## src/rtl/npn4_tt_sweeper.sv

```systemverilog
// Exhaustive 4-input stimulus/capture stage: drives minterms 0..15 into a netlist under test,
// samples y0 after a programmable settle time and hands the truth table out on valid/ready.
module npn4_tt_sweeper #(
    parameter int unsigned SETTLE = 1
) (
    input  logic        clk,
    input  logic        rst_n,
    input  logic        start,
    input  logic [15:0] expected,
    output logic        x0,
    output logic        x1,
    output logic        x2,
    output logic        x3,
    input  logic        y0,
    output logic        busy,
    output logic [15:0] tt,
    output logic        mismatch,
    output logic        tt_valid,
    input  logic        tt_ready,
    output logic [7:0]  sweep_cnt
);

    typedef enum logic [1:0] {StIdle, StDrive, StHold} state_e;

    localparam logic [3:0] SettleInit = 4'(SETTLE);

    state_e      state_q, state_d;
    logic [3:0]  idx_q, idx_d;
    logic [3:0]  cnt_q, cnt_d;
    logic [15:0] exp_q, exp_d;
    logic [15:0] shift_q, shift_d;
    logic [15:0] tt_q, tt_d;
    logic        mis_q, mis_d;
    logic [7:0]  sweep_q, sweep_d;

    logic        accept;
    logic        sample;
    logic        last;
    logic        handshake;
    logic [15:0] shift_in;

    assign accept    = (state_q == StIdle) && start;
    assign sample    = (state_q == StDrive) && (cnt_q == 4'd0);
    assign last      = sample && (idx_q == 4'hf);
    assign handshake = (state_q == StHold) && tt_ready;
    // Minterm 0 enters at the top and ends up in bit 0 after 16 shifts.
    assign shift_in  = {y0, shift_q[15:1]};

    always_ff @(posedge clk or negedge rst_n) begin
        if (!rst_n) begin
            state_q <= StIdle;
        end else begin
            state_q <= state_d;
        end
    end

    always_comb begin
        state_d = state_q;
        unique case (state_q)
            StIdle:  if (start)    state_d = StDrive;
            StDrive: if (last)     state_d = StHold;
            StHold:  if (tt_ready) state_d = StIdle;
            default: state_d = StIdle;
        endcase
    end

    always_comb begin
        {x3, x2, x1, x0} = 4'b0000;
        busy             = 1'b0;
        tt_valid         = 1'b0;
        unique case (state_q)
            StIdle: begin
            end
            StDrive: begin
                {x3, x2, x1, x0} = idx_q;
                busy             = 1'b1;
            end
            StHold: begin
                busy     = 1'b1;
                tt_valid = 1'b1;
            end
            default: begin
            end
        endcase
    end

    always_comb begin
        idx_d   = idx_q;
        cnt_d   = cnt_q;
        exp_d   = exp_q;
        shift_d = shift_q;
        tt_d    = tt_q;
        mis_d   = mis_q;
        sweep_d = sweep_q;
        if (accept) begin
            exp_d   = expected;
            shift_d = '0;
            idx_d   = '0;
            cnt_d   = SettleInit;
        end
        if (state_q == StDrive) begin
            if (sample) begin
                shift_d = shift_in;
                if (last) begin
                    // Table and flag update together so tt is never seen half-built.
                    tt_d  = shift_in;
                    mis_d = (shift_in != exp_q);
                end else begin
                    idx_d = idx_q + 4'd1;
                    cnt_d = SettleInit;
                end
            end else begin
                cnt_d = cnt_q - 4'd1;
            end
        end
        if (handshake) begin
            sweep_d = sweep_q + 8'd1;
        end
    end

    always_ff @(posedge clk or negedge rst_n) begin
        if (!rst_n) begin
            idx_q   <= '0;
            cnt_q   <= '0;
            exp_q   <= '0;
            shift_q <= '0;
            tt_q    <= '0;
            mis_q   <= 1'b0;
            sweep_q <= '0;
        end else begin
            idx_q   <= idx_d;
            cnt_q   <= cnt_d;
            exp_q   <= exp_d;
            shift_q <= shift_d;
            tt_q    <= tt_d;
            mis_q   <= mis_d;
            sweep_q <= sweep_d;
        end
    end

    assign tt        = tt_q;
    assign mismatch  = mis_q;
    assign sweep_cnt = sweep_q;

endmodule

```

## config.mk

```make
export PLATFORM = sky130hd
export DESIGN_NAME = npn4_tt_sweeper
export DESIGN_NICKNAME = d
export VERILOG_FILES = /design/src/rtl/npn4_tt_sweeper.sv
export SDC_FILE = /design/constraint.sdc
export NUM_CORES = 1
export LEC_CHECK = 0
export CAP_MARGIN = 10
export CORE_MARGIN = 5
export CORE_UTILIZATION = 38
export DETAILED_ROUTE_END_ITERATION = 12
export GPL_TIMING_DRIVEN = 1
export PLACE_DENSITY = 0.7
export RECOVER_POWER = 50
export SLEW_MARGIN = 20
export SYNTH_ARGS = -nofsm -noshare
export SYNTH_HDL_FRONTEND = slang
export SYNTH_SLANG_ARGS = --single-unit
```

## constraint.sdc

```tcl
create_clock -name clk -period 5.69 [get_ports clk]
set_clock_uncertainty 0.2 [all_clocks]
set_input_delay 0.569 -clock clk [delete_from_list [all_inputs] [get_ports clk]]
set_output_delay 0.569 -clock clk [all_outputs]
set_load 0.05 [all_outputs]
```

After elaboration in Yosys (flattened, before gate mapping):

Cells that the tools add are included.

* $add $sub $neg: 3
* equality and inequality tests: 7
* multiplexer cells: 21
* reductions and logical operators: 9

Operator list (count)
* two-way mux 16 bit: 3
* two-way mux 4 bit: 8
* inequality test 16 bit: 1
* adder 8 x 1 -> 8 bit (second input constant): 1
* two-way mux 1 bit: 6
* two-way mux 2 bit: 3
* inequality test 2 bit (second input constant): 3
* case mux 2 bit (3 select lines): 1
* AND reduction 3 bit: 2
* adder 4 x 1 -> 4 bit (second input constant): 1
* == test 4 bit (second input constant): 1
* logical AND 1 bit: 4
* logical NOT 4 bit: 1
* subtractor 4 x 1 -> 4 bit (second input constant): 1
* == test 2 x 1 -> 1 bit (second input constant): 1
* == test 2 bit (second input constant): 1
* logical NOT 2 bit: 1
* OR reduction 2 bit: 1

* register bits after elaboration: 67
* input port bits: 21
* output and inout port bits: 31
* logic and storage cells: 48

Longest topological paths before layout:

Gate-level depths: netlist of run 1.

* depth in word-level cells: 6
* mapped depth: 9
* mapped depth without buffers: 6

Least setup slack after synthesis of run 1:

Ideal clock, no wire load.

* path kind: reg2out
* from: register state_q[1]
* to: output x2
* arrival: 1.514 ns
* setup slack: 3.407 ns
* cell stages (with the launch flop): 6
* buffers on the path: 1
* cells stage by stage: dfrtp_1 inv_1 ha_1 buf_4 inv_1 nor2_1

* word-level cells in the longest chain between the ends: 2

Ends and longest elaborated chain
* start: declaration: line 27 `state_e state_q, state_d;`
* start signal: assignment: line 51 `state_q <= StIdle;`
* start signal: assignment: line 53 `state_q <= state_d;`
* == test 2 x 1 -> 1 bit: line 71 `unique case (state_q)`
* two-way mux 1 bit: line 71
* end: declaration: line 12 `output logic x2,`

No other way between the ends.

==> results.py, run 1 <==
metrics = {
    "worst_setup_path": {
        "worstPathCellList": "buf_2, clkbuf_1",
        "path_buf_inv": 2,
        "crit_fanout": 66,
        "cp_top_family": "buffers and inverters",
        "critPathLaunchType": "input port",
        "critPathSlowestCell": "clkbuf_1",
        "worstSetupPathType": "in -> async",
        "crit_arrival_ns": 3.11,
        "endpoint_kind": "asynchronous set/reset pin",
        "cpPeakStageDelay_ns": 2.43,
        "cp.required_ns": 5.16,
    },
    "sta": {
        "tns_ns": 0,
        "max_slew.worst_pin.slew_ns": 3.46,
        "finalSetupViolCount": 0,
        "post-route-period-util": 0.640,
        "final_max_slew_viol_count": 105,
        "grt_setup_unrepaired": "no",
        "hold_viol": 0,
        "fin_crit_ns": 3.64,
        "setup_ws_ns": 2.05,
        "relSlewSlack": -1.31,
        "fmax_ghz": 0.275,
    },
    "routing": {
        "antenna_left": 0,
        "drt_wl_total_mm": 6.09,
        "drc": 0,
        "routed_via_density": 4.81,
        "wl_per_cell_um": 13.6,
        "drt_iter0_markers": 102,
        "vias": 2150,
        "first_pass_iters": 6,
    },
    "min_path": {
        "hp-class": "reg -> reg",
    },
    "power": {
        "seq_power_share": 0.410,
        "powerDensity_mw_per_mm2": 422,
        "swShare": 0.358,
        "pwr-share-comb": 0.343,
        "p_leak_uw": 0.00178,
        "p_int_uw": 1030,
        "clockPowerShare": 0.247,
        "power_switching_uw": 574,
        "ir_worst_vdd_mv": 0.412,
    },
    "cts": {
        "cts_tree": "yes",
        "root_buffer": "clkbuf_8",
        "clock_path_buffers": 2,
        "cts_sinks": 66,
        "cts_hold_buf": 0,
        "path_clk_slew_ns": 0.07,
        "numCtsBuffers": 9,
        "clk_latency_ns": 0.34,
        "cts_htree_levels": 3,
        "post_cts_buffers": 0,
        "ctsResizeCount": 0,
    },
    "floorplan": {
        "die_y_um": 99.3,
        "core-area_mm2": 0.00773,
        "start_util": 0.392,
        "die_w_um": 99.3,
        "die_area_mm2": 0.00985,
        "rows": 32,
        "ios": 52,
    },
    "layout": {
        "num-fill-cells": 707,
        "seq_area_mm2": 0.00165,
        "multi_input_area_mm2": 0.00128,
        "diodes": 0,
        "drive_gt1_frac": 0.119,
        "area_growth_pct": 25.5,
        "fin_nets": 370,
        "final_core_util": 0.492,
    },
    "global_routing": {
        "grt_pass1_wl_mm": 10.4,
        "antenna_found_initial": 0,
        "overflow": 0,
        "grt_max_degree": 67,
        "grt_pass1_vias": 2142,
        "grt_usage": 0.133,
    },
    "outcome": {
        "violations": "max-capacitance violations, max-slew violations",
        "status": "finished with violations",
    },
    "synth": {
        "yosysUniqueCellTypes": 35,
        "syn_nets": 317,
        "synthCells": 287,
        "synthTopCellsByArea": "dfrtp_1, nand2_1, mux2_2",
        "netlist_area_mm2": 0.00303,
        "avgSynthCellArea_um2": 10.6,
        "ys.flop_type": "dfrtp_1",
        "synth-edff-count": 0,
        "synth-async-reset-ratio": 1.00,
        "ys_warn_count": 0,
        "yosys_register_bits": 66,
        "synth_top_cell_area_share": 0.545,
        "synth_top_cell_by_area": "dfrtp_1",
        "ys_seq_area_frac": 0.545,
    },
    "placed_design": {
        "dp_hpwl_mm": 4.26,
        "dpl_worst_slack_ns": 2.91,
        "io_buffers": 51,
        "gp_congestion": 0.786,
    },
    "run": {
        "max_cap_viol_count": 2,
    },
}
-- sequential cells by signal, indices dropped and copies added (netlist names) --
signal	flops
cnt_q	4
exp_q	16
state_q	2
shift_q	15
mismatch	1
tt	16
sweep_cnt	8
idx_q	4
-- area by class of cell --
class	count	area share
clock buffer	9	0.0326
clock inverter	7	0.0204
inverter	7	0.00691
multi-input combinational	203	0.337
sequential	66	0.434
tap	102	0.0336
timing repair buffer	53	0.135
-- cells in the final DEF (no fill, tap or decap), drive strengths merged, types with 2 or more instances in the layout --
| cell type | instances |
|---|---|
| nand3 | 23 |
| nand4 | 4 |
| clkbuf | 11 |
| o21ai | 6 |
| inv | 9 |
| o22ai | 2 |
| nand2 | 89 |
| dfrtp | 66 |
| clkdlybuf4s50 | 50 |
| nand2b | 2 |
| nor2 | 6 |
| and2 | 3 |
| a21oi | 3 |
| mux2 | 19 |
| xnor2 | 21 |
| ha | 9 |
| clkinv | 3 |
| xor2 | 3 |
-- routing by layer --
layer | vias up | track usage | wire, um
met3 | 9 | 0.0407 | 396
met5 | - | 0 | 0
met2 | 60 | 0.200 | 2800
li1 | 1063 | - | -
met1 | 1018 | 0.175 | 2800
met4 | 0 | 0.0620 | 93
-- metrics by stage --
| stage | cell area [um2] | power, uW | hold slack, ns | instances |
|---|---|---|---|---|
| after global placement | 3610 | 1210 | 0.264 | 431 |
| after detailed placement | 3610 | 1220 | 0.264 | 431 |
| after global routing | 3800 | 1710 | 0.323 | 447 |
| after CTS | 3810 | 1630 | 0.221 | 447 |
| final | 3800 | 1600 | 0.273 | 447 |
| after floorplan | 3030 | 1080 | 0.0734 | 287 |
-- kinds of logic (layout without fill, tap and decap cells) --
family          Yosys count  in the layout  synth area share
simple gates            133            133             0.202
flops                    66             66             0.545
xor+xnor                 24             24            0.0694
mux                      20             20            0.0764
buf+inv                  18             76            0.0314
compound gates           17             17            0.0376
fa+ha+maj                 9              9            0.0372
-- final timing paths --
kind                       slack (ns)       start       end  depth (start not counted)
setup / recovery                 2.05       rst_n  exp_q[4]                          2
hold / removal                   0.27       tt[1]     tt[1]                          2
hold reg to reg                  0.27       tt[1]     tt[1]                          2
min in group asynchronous        1.29       rst_n    tt[10]                          2
setup reg to reg                 2.85  state_q[0]  idx_q[3]                          7
max in group clk                 2.56  state_q[1]        x2                          5
-- power by group through the flow --
stage	Combinational, uW	Sequential (uW)	Clock, uW
final	551	658	396
after global routing	607	672	430
after detailed placement	553	666	0
after global placement	542	663	0
after floorplan	385	692	0
after CTS	558	658	412
-- Yosys cell counts (3+ instances only) --
library cell	count
a21oi_1	3
nand4_1	4
xnor2_1	21
nand3_1	22
inv_1	7
mux2_2	17
xor2_1	3
and2_1	3
ha_1	9
o21ai_0	6
dfrtp_1	66
nand2_1	89
buf_2	7
nor2_1	5
Note: power is estimated with default switching activity, not from simulation.
==> run 2: changes to the inputs <==
==> constraint.sdc (replaced) <==
create_clock -name clk -period 3.75 [get_ports clk]
set_clock_uncertainty 0.2 [all_clocks]
set_input_delay 0.375 -clock clk [delete_from_list [all_inputs] [get_ports clk]]
set_output_delay 0.375 -clock clk [all_outputs]
set_load 0.05 [all_outputs]
==> run 2 against run 1 <==
Compared with the run above:
- the flow still finishes with violations (max-capacitance violations, max-slew violations)
- sequential power up 52%
- non-clock buffer count is 2 higher
- routed wire length rose by 0.23%
- clock power rose by 69%
- worst setup slack lost 1.5 ns
- critical path depth up 4
- combinational power rose by 51%
- die area did not move
- cell count grew 0.45%
- first-iteration DRC count is 26% lower
- critical path type is now reg -> reg
- utilization rose by 0.44 points
==> results.py, run 2 (synthesis gave the netlist of run 1 again) <==
metrics = {
    "outcome": {
        "status": "finished with violations",
        "violations": "max-capacitance violations, max-slew violations",
    },
    "worst_setup_path": {
        "endpoint_kind": "flip-flop",
        "cp-endpoint": "state_q[0]",
        "reg2reg_depth": 6,
        "ff2ff_setup_slack_ns": 0.60,
        "critPathSlowestCell": "nand4bb_1",
        "worstSetupPathType": "reg -> reg",
        "r2r_start": "state_q[1]",
        "cp.required_ns": 3.78,
        "worstPathCellList": "inv_1, ha_1, nand4bb_1, nor2_8, o221ai_2, mux2_4",
        "critPathLaunchType": "flip-flop",
        "cpPeakStageDelay_ns": 0.88,
        "crit_start": "state_q[1]",
        "cp_top_family": "simple AND/OR/NAND/NOR gates",
        "crit-reg2reg-capture": "state_q[0]",
        "crit_fanout": 22,
        "crit_cells": 6,
        "crit_arrival_ns": 3.19,
        "path_buf_inv": 1,
    },
    "routing": {
        "drt_wl_total_mm": 6.11,
        "drt_iter0_markers": 75,
        "vias": 2155,
        "drc": 0,
        "routed_via_density": 4.80,
        "first_pass_iters": 4,
        "wl_per_cell_um": 13.6,
        "antenna_left": 0,
    },
    "cts": {
        "clock_path_buffers": 2,
        "clk_latency_ns": 0.35,
        "root_buffer": "clkbuf_8",
        "path_clk_slew_ns": 0.08,
        "numCtsBuffers": 9,
        "cts_tree": "yes",
        "cts_htree_levels": 3,
        "cts_hold_buf": 1,
        "ctsResizeCount": 0,
        "post_cts_buffers": 0,
        "cts_sinks": 66,
    },
    "layout": {
        "mostFrequentLayoutCells": "nand2_1, dfrtp_1, clkdlybuf4s50_1",
        "diodes": 0,
        "area_growth_pct": 26.7,
        "num-fill-cells": 733,
        "fin_area_mm2": 0.00383,
        "drive_gt1_frac": 0.121,
        "final_common_cell": "nand2_1",
        "fin_nets": 372,
    },
    "power": {
        "clockPowerShare": 0.268,
        "ir_worst_vdd_mv": 0.521,
        "p_int_uw": 1650,
        "seq_power_share": 0.400,
        "swShare": 0.342,
        "power_switching_uw": 853,
        "p_leak_uw": 0.00182,
        "powerDensity_mw_per_mm2": 652,
        "pwr-share-comb": 0.333,
    },
    "floorplan": {
        "core-area_mm2": 0.00773,
        "die_y_um": 99.3,
        "die_area_mm2": 0.00985,
        "start_util": 0.392,
        "die_w_um": 99.3,
        "ios": 52,
        "rows": 32,
    },
    "sta": {
        "post-route-period-util": 0.841,
        "fmax_ghz": 0.317,
        "fin_crit_ns": 3.15,
        "tns_ns": 0,
        "grt_setup_unrepaired": "no",
        "max_slew.worst_pin.slew_ns": 2.13,
        "finalSetupViolCount": 0,
        "final_max_slew_viol_count": 41,
        "hold_viol": 0,
        "relSlewSlack": -0.423,
    },
    "global_routing": {
        "grt_max_degree": 41,
        "overflow": 0,
        "grt_pass1_vias": 2079,
        "grt_usage": 0.133,
        "grt_pass1_wl_mm": 10.3,
        "antenna_found_initial": 0,
    },
    "placed_design": {
        "io_buffers": 51,
        "dp_hpwl_mm": 4.49,
        "place_area_mm2": 0.00361,
        "gp_congestion": 0.844,
    },
    "min_path": {
        "hp-class": "reg -> reg",
        "hold_start": "tt[12]",
        "hold_depth": 2,
    },
    "run": {
        "max_cap_viol_count": 1,
    },
}
[run 2: power by group through the flow]
stage	Clock, uW	Sequential (uW)	Combinational [uW]
finish	669	999	831
floorplan	0	1050	585
CTS	687	1000	855
global route	721	1020	910
detailed placement	0	1010	851
global placement	0	1010	828
[run 2: per-layer routing]
| metal | part of all wire | global-route usage |
|---|---|---|
| met5 | 0 | 0 |
| met3 | 0.049 | 0.0435 |
| met4 | 0.023 | 0.0662 |
| met2 | 0.46 | 0.199 |
| met1 | 0.47 | 0.174 |
[run 2: final cells by class]
class | instances | area, um2 | share of cell area
Inverter | 7 | 26.3 | 0.00685
Clock buffer | 10 | 138 | 0.0359
Clock inverter | 6 | 90.1 | 0.0235
Tap cell | 102 | 128 | 0.0333
Sequential cell | 66 | 1650 | 0.431
Multi-Input combinational cell | 203 | 1260 | 0.330
Timing Repair Buffer | 55 | 537 | 0.140
[run 2: worst min-delay path, stage by stage, from the launching register on]
cell and delay, ns:
dfrtp_1 0.34, nand2_1 0.05, nand2_1 0.05
[run 2: how the worst min path moves through the flow]
| stage | endpoint |
|---|---|
| CTS | sweep_cnt[7] |
| detailed placement | sweep_cnt[7] |
| global route | tt[6] |
| global placement | tt[12] |
| floorplan | cnt_q[0] |
| finish | tt[12] |
[run 2: metrics by stage]
stage / std cells / hold slack (ns) / total power (uW) / util / setup WS (ns)
2_1_floorplan: 287 / -0.121 / 1630 / - / 1.63
3_3_place_gp: 432 / 0.263 / 1830 / 0.468 / 1.24
3_5_place_dp: 432 / 0.263 / 1860 / 0.468 / 1.17
4_1_cts: 449 / 0.278 / 2540 / 0.499 / 0.780
5_1_grt: 449 / 0.296 / 2650 / 0.496 / 0.339
6_report: 449 / 0.272 / 2500 / 0.496 / 0.596
==> patch 1, RTL diff (config.mk and constraints of run 2) <==
`shift_q` no longer has a reset.
--- a/src/rtl/npn4_tt_sweeper.sv
+++ b/src/rtl/npn4_tt_sweeper.sv
@@ -124,5 +124,4 @@
             cnt_q   <= '0;
             exp_q   <= '0;
-            shift_q <= '0;
             tt_q    <= '0;
             mis_q   <= 1'b0;
@@ -132,9 +131,12 @@
             cnt_q   <= cnt_d;
             exp_q   <= exp_d;
-            shift_q <= shift_d;
             tt_q    <= tt_d;
             mis_q   <= mis_d;
             sweep_q <= sweep_d;
         end
+    end
+
+    always_ff @(posedge clk) begin
+        shift_q <= shift_d;
     end
 
Behaviour: same outputs for any inputs over 10 cycles, from zero or initial values and one cycle with rst_n low; that may be too few to reach the edited logic, so the function may still have changed.
==> patch 1 against run 2 <==
Synthesized cell count unchanged; largest power group unchanged; largest cell class unchanged; power decreased by 0.54%; final area decreased by 2.3%; wire length decreased by 4.4%; non-clock buffer count decreased by 2; area after synthesis decreased by 2.5%; worst setup slack improved by 43 ps; critical endpoint is now state_q[1]; critical path depth unchanged; final cell count decreased by 0.45%; sequential share of layout area decreased by 0.98 points; combinational power decreased by 1%; sequential cell count unchanged.
==> patch 1: results (changes against run 2) <==
Synth
  • Yosys cell types: 36 (+2.9%)
  • Synth top area cells: dfrtp_1 (43%), nand2_1 (11%), dfxtp_1 (10%)
  • Compound-Gate Fraction of Synth Area: 0.0386 (+0.000956)
  • Post-synth ARST share: 0.773 (-0.227)
  • Syn Area/Cell: 10.3 µm² (-2.5%)
  • Top post-synthesis cells by count: nand2_1 (89), dfrtp_1 (51), nand3_1 (22), xnor2_1 (21), mux2_2 (17)
  • Post-Synth Adder-Cell Area: 0.0381 (+0.000946)
  • Synth Area in XOR/XNOR: 0.0712 (+0.00176)
  • Sequential-to-total area share from yosys stat: 0.534 (-0.0116)

Cells and area
  • Fraction of layout cells with a size suffix above 1: 0.119 (-0.00220)
  • Fillers: 722 (-1.5%)
  • Clock buffers: 10 (unchanged)
  • Non-clk buf share: 0.140 (-0.000355)
  • Final #Nets: 370 (-0.54%)
  • Seq/total area: 0.421 (-0.00983)
  • Clock network area share: 0.0608 (+0.00141)

Timing
  • Final Slew Violations: 0 (-100%)
  • Relative slew slack: 0.185 (+0.608)

Hold path
  • Hold_sp: tt[5]
  • Worst Hold End: tt[5]

Route
  • Sum of routed wire segments on met1: 2810 µm (-2.4%)
  • Drt wl/cell: 13.1 µm (-4.0%)
  • Vias post-DR: 2080 (-3.5%)
  • Starting DRC count in detailed routing: 106 (+41%)
  • Met2 routed WL: 2650 µm (-4.9%)

Power and ir drop
  • VDD IR max: 0.558 mV (+7.2%)
  • Switch share: 0.341 (-0.000945)
  • Pleak: 1.75 nW (-4.1%)
  • Sequential power: 0.996 mW (about the same)
  • Gate power share: 0.330 (-0.003)

Worst setup path
  • Internal reg-to-reg setup slack: 640 ps (+40 ps)
  • Slowest stage delay, CP: 860 ps (-20 ps)
  • FF-to-FF path depth: 6 (unchanged)
  • Reg2Reg Capture Point: state_q[1]
  • CP arrival: 3130 ps (-60 ps)
  • Crit path max-delay family: simple AND/OR/NAND/NOR gates
  • Critical Path End: state_q[1]

Global route
  • GR Util met2: 0.195 (-0.00409)
  • GRT Total Usage: 0.129 (-0.00430)
  • Vias in the first global route: 2198 (+5.7%)
  • Pin count of the biggest net entering global routing: 52 (+27%)
  • First-pass GRT wire length: 10200 µm (-1.5%)

Clock network
  • Longest Clk Path Bufs: 2 (unchanged)

Status
  • Status: completed

Flow run
  • Maxcap violations: 0 (-1)

Placement
  • Post-DP HPWL: 4250 µm (-5.4%)
  • Area of placed instances: 3530 µm² (-2.4%)
  • Port bufs: 51 (unchanged)
[patch 1: cell count changes after synthesis]
cell            run 2  this run
dfrtp_1            66        51
dfxtp_1             0        15
[patch 1: per-stage QoR]
| stage | power (mW) | utilization | hold WS (ps) | cells | worst slack [ps] |
|---|---|---|---|---|---|
| global route | 2.64 | 0.490 | 308 | 447 | 343 |
| global placement | 1.82 | 0.461 | 263 | 430 | 1230 |
| detailed placement | 1.85 | 0.461 | 245 | 430 | 1160 |
| CTS | 2.53 | 0.492 | 281 | 447 | 783 |
| finish | 2.49 | 0.490 | 268 | 447 | 639 |
| floorplan | 1.63 | - | -121 | 287 | 1630 |
[patch 1: logic make-up (layout without fill, tap and decap cells)]
family          Yosys count  count (layout)
mux                      20              20
fa+ha+maj                 9               9
simple gates            133             133
compound gates           17              17
buf+inv                  18              76
xor+xnor                 24              24
flops                    66              66
[patch 1: repair_timing]
item / in CTS / in global routing
hold buffers: 1 / 0
setup endpoints to repair: 0 / 0
hold endpoints to repair: 51 / 0
==> patch 2, RTL diff (config.mk and constraints of run 2) <==
Without the edit above. Register the output `sweep_cnt` once more, cleared by the reset; this adds one clock of latency there. The other outputs are not delayed to match.
--- a/src/rtl/npn4_tt_sweeper.sv
+++ b/src/rtl/npn4_tt_sweeper.sv
@@ -141,5 +141,11 @@
     assign tt        = tt_q;
     assign mismatch  = mis_q;
-    assign sweep_cnt = sweep_q;
+    always_ff @(posedge clk or negedge rst_n) begin
+        if (!rst_n) begin
+            sweep_cnt <= '0;
+        end else begin
+            sweep_cnt <= sweep_q;
+        end
+    end
 
 endmodule
Function: same outputs for any inputs over 10 cycles, from zero or initial values and one cycle with rst_n low; that may be too few to reach the edited logic, so the function may still have changed.
==> patch 2 against run 2 <==
Power up 2.0%; sequential power up 9%; area after synthesis rose by 6.2%; sequential share of layout area rose by 2.9 points; final area up 5.1%; combinational power fell by 3.0%; sequential cell count increased by 8; wire length up 7.2%; worst setup slack better by 250 ps; die area increased by 5.5%; fmax is 8.5% higher.
==> patch 2: results (changes against run 2) <==
Status
  • Status: completed

Synth
  • Net Count, Synth: 360 (+14%)
  • Yosys cell types: 35 (unchanged)
  • Post-Synth Adder-Cell Area: 0.0350 (-0.00216)
  • Top post-synthesis cells by count: nand2_1 (133), dfrtp_1 (74), nand3_1 (24), xnor2_1 (20), ha_1 (9)
  • Synth Area in XOR/XNOR: 0.0627 (-0.00675)
  • Compound-Gate Fraction of Synth Area: 0.0381 (+0.000544)
  • Multiplexer share of the synthesized area: 0.0105 (-0.0659)
  • Synth top area cells: dfrtp_1 (58%), nand2_1 (16%), xnor2_1 (5.4%)
  • Post-synth ARST share: 1.00 (unchanged)
  • Sequential-to-total area share from yosys stat: 0.576 (+0.0306)

Hold path
  • Hold_sp: sweep_q[6]
  • Worst Hold End: sweep_cnt[6]
  • Hold depth: 0 (-2)
  • Hold WC Path Type: reg2reg

Clock network
  • # H-tree levels: 3 (unchanged)
  • CTS buffer count: 9 (unchanged)
  • Longest Clk Path Bufs: 2 (unchanged)

Worst setup path
  • Internal reg-to-reg setup slack: 1010 ps (+410 ps)
  • CP arrival: 2330 ps (-860 ps)
  • Reg2Reg Capture Point: state_q[1]
  • Worst-path maximum fanout: 12 (-45%)
  • FF-to-FF path depth: 6 (unchanged)

Placement
  • Area of placed instances: 3820 µm² (+5.7%)
  • Place WS: 990 ps (-182 ps)
  • Port bufs: 51 (unchanged)
  • Routability Congestion: 0.829 (-1.7%)
  • Post-DP HPWL: 4680 µm (+4.3%)

Global route
  • GRT Total Usage: 0.136 (+0.00209)
  • Pin count of the biggest net entering global routing: 46 (+12%)
  • First-pass GRT wire length: 11100 µm (+8.0%)

Route
  • Met2 routed WL: 3030 µm (+8.5%)
  • Starting DRC count in detailed routing: 128 (+71%)
  • Drt wl/cell: 13.3 µm (-2.2%)
  • WL met3: 401 µm (+33%)
  • Top sig layer: met4
  • Sum of routed wire segments on met1: 3030 µm (+5.2%)
  • Vias post-DR: 2362 (+9.6%)

Cells and area
  • Fillers: 771 (+5.2%)
  • Fraction of layout cells with a size suffix above 1: 0.0594 (-0.0616)
  • Final #Nets: 414 (+11%)
  • # diodes: 0 (unchanged)

Timing
  • Hold slack final: 197 ps (-74.3 ps)
  • Final Slew Violations: 0 (-100%)
  • Slew @ Worst Pin: 845 ps (-1290 ps)

Power and ir drop
  • VDD IR max: 0.313 mV (-40%)
  • Pleak: 1.95 nW (+7.0%)
-- patch 2: repair_timing --
item,CTS,global route
endpoints found under the hold margin,0,43
hold buffers,0,1
endpoints found under the setup margin,0,0
setup buffers,0,0
-- patch 2: power breakdown --
group / total (mW) / switching (mW) / internal [mW]
clock: 0.648 / 0.281 / 0.367
sequential: 1.09 / 0.130 / 0.965
combinational: 0.806 / 0.485 / 0.321
total: 2.55 / 0.896 / 1.65
-- patch 2: kinds of logic after synthesis --
kind of cell,count (synthesis)
AND/OR/NAND/NOR,183
flip-flops,74
XOR/XNOR,23
buffers and inverters,21
AO/OA/AOI/OAI,17
adder cells (fa/ha/maj),9
multiplexers,3
-- patch 2: worst max path at each step --
stage                 endpoint  slack, ps  cells after the start  startpoint
floorplan           sweep_q[7]       1800                      5  state_q[0]
global placement    state_q[1]       1120                      6  state_q[1]
detailed placement  state_q[0]        990                      6  state_q[1]
CTS                         x2        810                      4  state_q[1]
global route                x1        730                      4  state_q[1]
finish                      x2        840                      4  state_q[1]
-- patch 2: layout make-up --
cell class	instances	area, µm²	area share
Sequential cell	74	1850	0.459
Multi-Input combinational cell	235	1270	0.316
Timing Repair Buffer	56	541	0.134
Tap cell	105	131	0.0326
Clock buffer	9	124	0.0307
Clock inverter	5	81.3	0.0202
Inverter	8	30.0	0.00745
-- patch 2: worst max-delay path, cell delays in order (launching register included) --
cell             delay (ps)
dfrtp_1                 400
inv_1                   130
ha_1                    470
and2_1                  200
clkdlybuf4s50_1         800
-- patch 2: per-stage QoR --
stage / util / instances
after floorplan: - / 330
after global placement: 0.465 / 477
after detailed placement: 0.465 / 477
after CTS: 0.490 / 491
after global routing: 0.491 / 492
final: 0.491 / 492
-- patch 2: per-layer routing --
metal | GRT usage | vias up
met1 | 0.189 | 1127
met4 | 0.0484 | 0
li1 | - | 1171
met2 | 0.205 | 55
met5 | 0 | -
met3 | 0.0362 | 9
